[config.mk]
export PLATFORM = sky130hd
export DESIGN_NAME = tap_controller
export DESIGN_NICKNAME = d
export VERILOG_FILES = /design/src/rtl/tap_controller.sv
export SDC_FILE = /design/constraint.sdc
export NUM_CORES = 1
export LEC_CHECK = 0
export CORE_MARGIN = 5
export CORE_UTILIZATION = 45
export DETAILED_ROUTE_END_ITERATION = 6
export PLACE_DENSITY_LB_ADDON = 0.25
export RECOVER_POWER = 25
export SKIP_LAST_GASP = 1
export SYNTH_ARGS = -nofsm -noshare
export SYNTH_HDL_FRONTEND = slang
export SYNTH_SLANG_ARGS = --single-unit
[constraint.sdc]
create_clock -name clock -period 1.59 [get_ports clock]
set_clock_uncertainty 0.15 [all_clocks]
set_input_delay 0.477 -clock clock [delete_from_list [all_inputs] [get_ports clock]]
set_output_delay 0.477 -clock clock [all_outputs]
set_load 0.005 [all_outputs]
[src/rtl/tap_controller.sv]
// IEEE 1149.1-style TAP controller: 16-state FSM, 2-bit IR, 1-bit bypass, scan strobes.
// Optional feature: define TAP_INTSCAN_SE_EN to drive scan_se from Shift-DR under INTSCAN.
module tap_controller #(
    parameter logic [1:0] IR_RESET   = 2'b10,
    parameter logic [1:0] IR_CAPTURE = 2'b01
) (
    input  logic clock,
    input  logic reset,
    input  logic tms,
    input  logic tdi,
    output logic ir1,
    output logic ir2,
    output logic bypass_tdo,
    output logic ir_tdo,
    output logic ir_select,
    output logic capture_dr,
    output logic shift_dr,
    output logic update_dr,
    output logic scan_se
);

    typedef enum logic [3:0] {
        TLR      = 4'd0,
        RTI      = 4'd1,
        SEL_DR   = 4'd2,
        CAP_DR   = 4'd3,
        SH_DR    = 4'd4,
        EX1_DR   = 4'd5,
        PAUSE_DR = 4'd6,
        EX2_DR   = 4'd7,
        UPD_DR   = 4'd8,
        SEL_IR   = 4'd9,
        CAP_IR   = 4'd10,
        SH_IR    = 4'd11,
        EX1_IR   = 4'd12,
        PAUSE_IR = 4'd13,
        EX2_IR   = 4'd14,
        UPD_IR   = 4'd15
    } tap_state_t;

    tap_state_t state_q, state_d;
    logic [1:0] ir_q, ir_d;
    logic [1:0] ir_sh_q, ir_sh_d;
    logic       bypass_q, bypass_d;

    // Next-state logic and Moore strobe decodes
    always_comb begin
        state_d    = state_q;
        ir_select  = 1'b0;
        capture_dr = 1'b0;
        shift_dr   = 1'b0;
        update_dr  = 1'b0;
        case (state_q)
            TLR:      state_d = tms ? TLR    : RTI;
            RTI:      state_d = tms ? SEL_DR : RTI;
            SEL_DR:   state_d = tms ? SEL_IR : CAP_DR;
            CAP_DR: begin
                state_d    = tms ? EX1_DR : SH_DR;
                capture_dr = 1'b1;
            end
            SH_DR: begin
                state_d  = tms ? EX1_DR : SH_DR;
                shift_dr = 1'b1;
            end
            EX1_DR:   state_d = tms ? UPD_DR : PAUSE_DR;
            PAUSE_DR: state_d = tms ? EX2_DR : PAUSE_DR;
            EX2_DR:   state_d = tms ? UPD_DR : SH_DR;
            UPD_DR: begin
                state_d   = tms ? SEL_DR : RTI;
                update_dr = 1'b1;
            end
            SEL_IR:   state_d = tms ? TLR    : CAP_IR;
            CAP_IR:   state_d = tms ? EX1_IR : SH_IR;
            SH_IR: begin
                state_d   = tms ? EX1_IR : SH_IR;
                ir_select = 1'b1;
            end
            EX1_IR: begin
                state_d   = tms ? UPD_IR : PAUSE_IR;
                ir_select = 1'b1;
            end
            PAUSE_IR: begin
                state_d   = tms ? EX2_IR : PAUSE_IR;
                ir_select = 1'b1;
            end
            EX2_IR: begin
                state_d   = tms ? UPD_IR : SH_IR;
                ir_select = 1'b1;
            end
            UPD_IR:   state_d = tms ? SEL_DR : RTI;
            default:  state_d = TLR;
        endcase
    end

    // Register actions take effect on the edge that ends the named state
    always_comb begin
        ir_d     = ir_q;
        ir_sh_d  = ir_sh_q;
        bypass_d = bypass_q;
        case (state_q)
            TLR:    ir_d    = IR_RESET;
            CAP_IR: ir_sh_d = IR_CAPTURE;
            SH_IR:  ir_sh_d = {tdi, ir_sh_q[1]};
            UPD_IR: ir_d    = ir_sh_q;
            CAP_DR: bypass_d = 1'b0;
            SH_DR: begin
                if (ir_q == 2'b10) begin
                    bypass_d = tdi;
                end
            end
            default: ;
        endcase
    end

    always_ff @(posedge clock) begin
        if (reset) begin
            state_q  <= TLR;
            ir_q     <= IR_RESET;
            ir_sh_q  <= 2'b00;
            bypass_q <= 1'b0;
        end else begin
            state_q  <= state_d;
            ir_q     <= ir_d;
            ir_sh_q  <= ir_sh_d;
            bypass_q <= bypass_d;
        end
    end

    assign ir1        = ir_q[0];
    assign ir2        = ir_q[1];
    assign bypass_tdo = bypass_q;
    assign ir_tdo     = ir_sh_q[0];

`ifdef TAP_INTSCAN_SE_EN
    assign scan_se = shift_dr & (ir_q == 2'b11);
`else
    assign scan_se = 1'b0;
`endif

endmodule

### Word-level counts from Yosys, hierarchy flattened

Cells that the tools add are included.

* mux-type cells: 21
* reduce and logical (&&, ||, !) cells: 9
* equality and inequality tests: 17

Operators with widths (count)
* $pmux 4 s12: 1
* $eq 4x4->1 const B: 8
* $eq 4x3->1 const B: 4
* $mux 4: 4
* $eq 4x2->1 const B: 2
* $mux 1: 8
* $pmux 2 s2: 2
* $mux 2: 3
* $mux 3: 2
* $reduce_bool 2->1: 3
* $eq 4x1->1 const B: 1
* $logic_not 4->1: 1
* $reduce_or 2->1: 2
* $reduce_or 4->1: 1
* $reduce_or 3->1: 1
* $eq 2x2->1 const B: 1
* $ne 2x2->1 const B: 1
* $pmux 1 s2: 1
* $reduce_and 2->1: 1

* input port bits: 4
* word-level logic and storage cells: 51
* register bits: 9

### Longest topological paths before layout

* depth after elaboration: 3
* mapped depth: 5
* mapped depth without buffers: 3

### Worst setup path before layout

No wires, ideal clock.

* kind: register to output
* start: register state_q[3]
* end: output update_dr
* cell stages (with the launch flop): 4
* data arrival time: 0.910 ns
* path buffers: 1
* setup slack: 0.053 ns
* required time: 0.963 ns
* cells stage by stage: dfxtp_1 -> buf_2 -> inv_2 -> nor4_1

* longest elaborated chain between the ends: 2

RTL lines
* start: declaration: RTL line 41 `tap_state_t state_q, state_d;`
* start signal: assignment: RTL line 122 `state_q <= state_d;`
* $eq 4x4->1: RTL line 53 `case (state_q)`
* $mux 1: RTL line 53
* end: declaration: RTL line 18 `output logic update_dr,`

No other way between the ends.

### Final worst setup path

* start: register state_q[1]
* end: output ir_select

* longest elaborated chain between the ends: 3
* elaborated cells between the ends (all ways): 6

RTL lines
* $eq 4x4->1: RTL line 53
* $reduce_or 4->1 (no line) *
* $mux 1 *: RTL line 53
* end: declaration: RTL line 15 `output logic ir_select,`

Mark *: on every way between the ends. The rest lies on a longest branch, timed or not.

==> results.json <==
{
  "drive_above_1_share_pct": 39.2,
  "min-delay-start": "ir_q[1]$_SDFFE_PP1P_",
  "grt_setup_unrepaired": "yes",
  "clk_latency_ns": 0.25,
  "critical_path_peak_fanout": 5,
  "r2r-start": "state_q[1]$_SDFF_PP0_",
  "min_to": "ir_q[1]$_SDFFE_PP1P_",
  "synth-seq-cells": 9,
  "antenna_found_initial": 0,
  "seq_area_um2": 196,
  "vias_per_cell": 5.79,
  "synth_seq_area_share_pct": 30.1,
  "status": "finished, violations left",
  "number_of_buffers_added_by_the_clock_tree_synthesis_step": 3,
  "htree_num_levels": 1,
  "max_freq_ghz": 0.584,
  "critical_path_buf_inv_count": 1,
  "diodes": 0,
  "timing.setup.critical_path_class": "reg2out",
  "synthesis.nets": 79,
  "synth_top_cell_by_area": "dfxtp_1",
  "multi_input_comb_area_um2": 379,
  "initial_core_util_pct": 46.6,
  "post-layout-total-power_mw": 0.519,
  "worstSetupEndpointType": "output port",
  "tritoncts_clock_tree": "built",
  "drt_iter0_markers": 15,
  "crit_slowest_cell": "dfxtp_4",
  "first_pass_grt_wire_length_mm": 2.44,
  "fillerInstances": 124,
  "drtPass1Iterations": 4,
  "finalHoldWorstSlack_ns": 0.332,
  "syn_area_um2": 599,
  "routed-via-count": 648,
  "synth.yosys.warnings": 0,
  "ff2ff_path_depth": 5,
  "setup.reg_to_reg.worst_slack_ns": -0.01,
  "synthesis.area_per_instance_um2": 7.99,
  "area_delta_synth_final_pct": 40.5,
  "nets": 102,
  "start_kind": "flip-flop",
  "final.min_clock_period_ns": 1.71,
  "routed_wl_mm": 1.47,
  "cp_slowest_stage_delay_ns": 0.38,
  "crit_path_arrival_time_ns": 1.09,
  "design.portCount": 13,
  "die_h_um": 46.5,
  "post-dp-hpwl_mm": 1.11,
  "synth_top_area_share_pct": 30.1,
  "max_cap_violations": 0,
  "core_area_mm2": 0.00128,
  "gp_congestion": 0.880,
  "powerDensity_mw_per_mm2": 617,
  "finalHoldViolations": 0,
  "final.setup.worst_slack_ns": -0.122,
  "setup_violations": 5,
  "die_width_um": 46.5,
  "ctsRootBufferMaster": "clkbuf_4",
  "grt_overflow": 0,
  "worstHoldPathCells": 1,
  "final_common_cell": "buf_4",
  "ctsLongestPathBuffers": 2,
  "first_global_vias": 572,
  "globalRouteTotalUtil_pct": 16.1,
  "end_of_the_worst_register_to_register_path": "state_q[0]$_SDFF_PP0_",
  "pin_count_of_the_biggest_net_entering_global_routing": 17,
  "routed_wire_length_per_instance_um": 13.1,
  "violations": "setup timing",
  "chain_of_cells_forming_the_critical_path": "nand2_2 > xor2_1 > nor2_1 > buf_2",
  "num_rows": 13,
  "report.final.slew_viol_count": 0,
  "final_cell_mix": "buf_4 (12), nor2_1 (6), a211o_1 (5)",
  "fin_setup_tns_ns": -0.434,
  "buffer_ports.inserted": 11,
  "power.static_leakage_nw": 0.330,
  "crit_required_ns": 0.96,
  "area_of_the_die_mm2": 0.00216,
  "post_synth_num_cell_types": 32,
  "count_of_unresolved_drc_violations_after_routing": 0,
  "clk_pin_slew_worst_paths_ns": 0.06,
  "clock_sink_count": 9,
  "final.period_utilization_pct": 108,
  "drt.antenna.violating_nets": 0,
  "path_delay_family": "flip-flops",
  "netlist_instances": 75,
  "ir_worst_vdd_mv": 0.403,
  "worst_hold_path_type": "reg2reg",
  "biggest_area_contributors_in_the_synthesized_netlist": "dfxtp_1 (30%), a211o_1 (7.3%), a21oi_1 (5.8%)"
}
-- power breakdown --
group	total, mW	leakage (nW)	internal [mW]	switching (mW)
clock network	0.171	0.0150	0.0964	0.0747
logic	0.108	0.239	0.0553	0.0526
registers	0.241	0.0761	0.230	0.0106
total	0.519	0.330	0.382	0.138
-- sequential cells by signal, indices dropped and copies added (netlist names) --
signal / flops
ir_q: 2
state_q: 4
bypass_tdo: 1
ir_sh_q: 2
-- worst register-to-register path: stages (launching register included) --
cell      delay [ns]
dfxtp_4         0.37
buf_4           0.14
clkbuf_2        0.19
or3_4           0.43
a21oi_2         0.16
o31a_1          0.12
-- cells in the mapped netlist --
master    number
dfxtp_1        9
a21oi_1        7
nor2_1         6
a211o_1        5
buf_2          5
a31oi_1        4
inv_1          4
nand2_1        4
o211ai_1       3
buf_6          2
o21ai_1        2
o31ai_1        2
or3_1          2
xor2_1         2
a21o_1         1
and2b_1        1
and4bb_1       1
buf_4          1
conb_1         1
inv_2          1
nand2_2        1
nand2b_1       1
nand3_1        1
nand3b_1       1
nor3_1         1
nor4_1         1
nor4b_2        1
nor4bb_1       1
o21a_1         1
o221ai_1       1
o31a_1         1
o32ai_1        1
-- how the worst max path moves through the flow --
stage                endpoint  cells past startpoint             startpoint  slack, ns
floorplan           update_dr                      3  state_q[3]$_SDFF_PP0_       0.05
global placement    update_dr                      3  state_q[3]$_SDFF_PP0_      -0.40
detailed placement  update_dr                      3  state_q[3]$_SDFF_PP0_      -0.36
CTS                 ir_select                      4  state_q[1]$_SDFF_PP0_      -0.14
global route        ir_select                      4  state_q[1]$_SDFF_PP0_      -0.18
finish              ir_select                      4  state_q[1]$_SDFF_PP0_      -0.12
-- stage by stage --
step	cell area, um^2	setup slack (ns)	cells	utilization, %
2_1_floorplan	599	0.0525	75	-
4_1_cts	821	-0.143	112	63.9
3_3_place_gp	778	-0.396	107	60.6
6_report	842	-0.122	112	65.5
5_1_grt	842	-0.183	112	65.5
3_5_place_dp	778	-0.361	107	60.6
-- layer usage --
metal	up-vias	wire length (um)	global-route usage (%)
li1	317	-	-
met1	302	666	20.3
met2	27	666	24.5
met3	2	109	2.34
met4	0	28	11.9
met5	-	0	0
-- repair_timing --
action                     in CTS  in global routing
hold endpoints to repair        0                  0
buffers inserted                1                  0
pin swaps                       2                  3
resized for setup              33                  6
gates cloned                    0                  0
setup endpoints to repair       8                  8
hold buffers                    0                  0
-- cell families after synthesis --
| logic type | after synthesis | synth area share, % |
|---|---|---|
| xor+xnor | 2 | 2.92 |
| other cells | 1 | 0.626 |
| buf+inv | 13 | 12.3 |
| flops | 9 | 30.1 |
| simple gates | 22 | 21.9 |
| compound gates | 28 | 32.1 |
-- cell type report --
cell class              instances  share of cell area [%]
repair buffers                 26                    24.1
flip-flops and latches          9                    23.3
multi-input cells              53                    45.0
inverters                       5                    2.23
clock buffers                   4                    3.12
well taps                      15                    2.23
(Power assumes the default switching activity.)
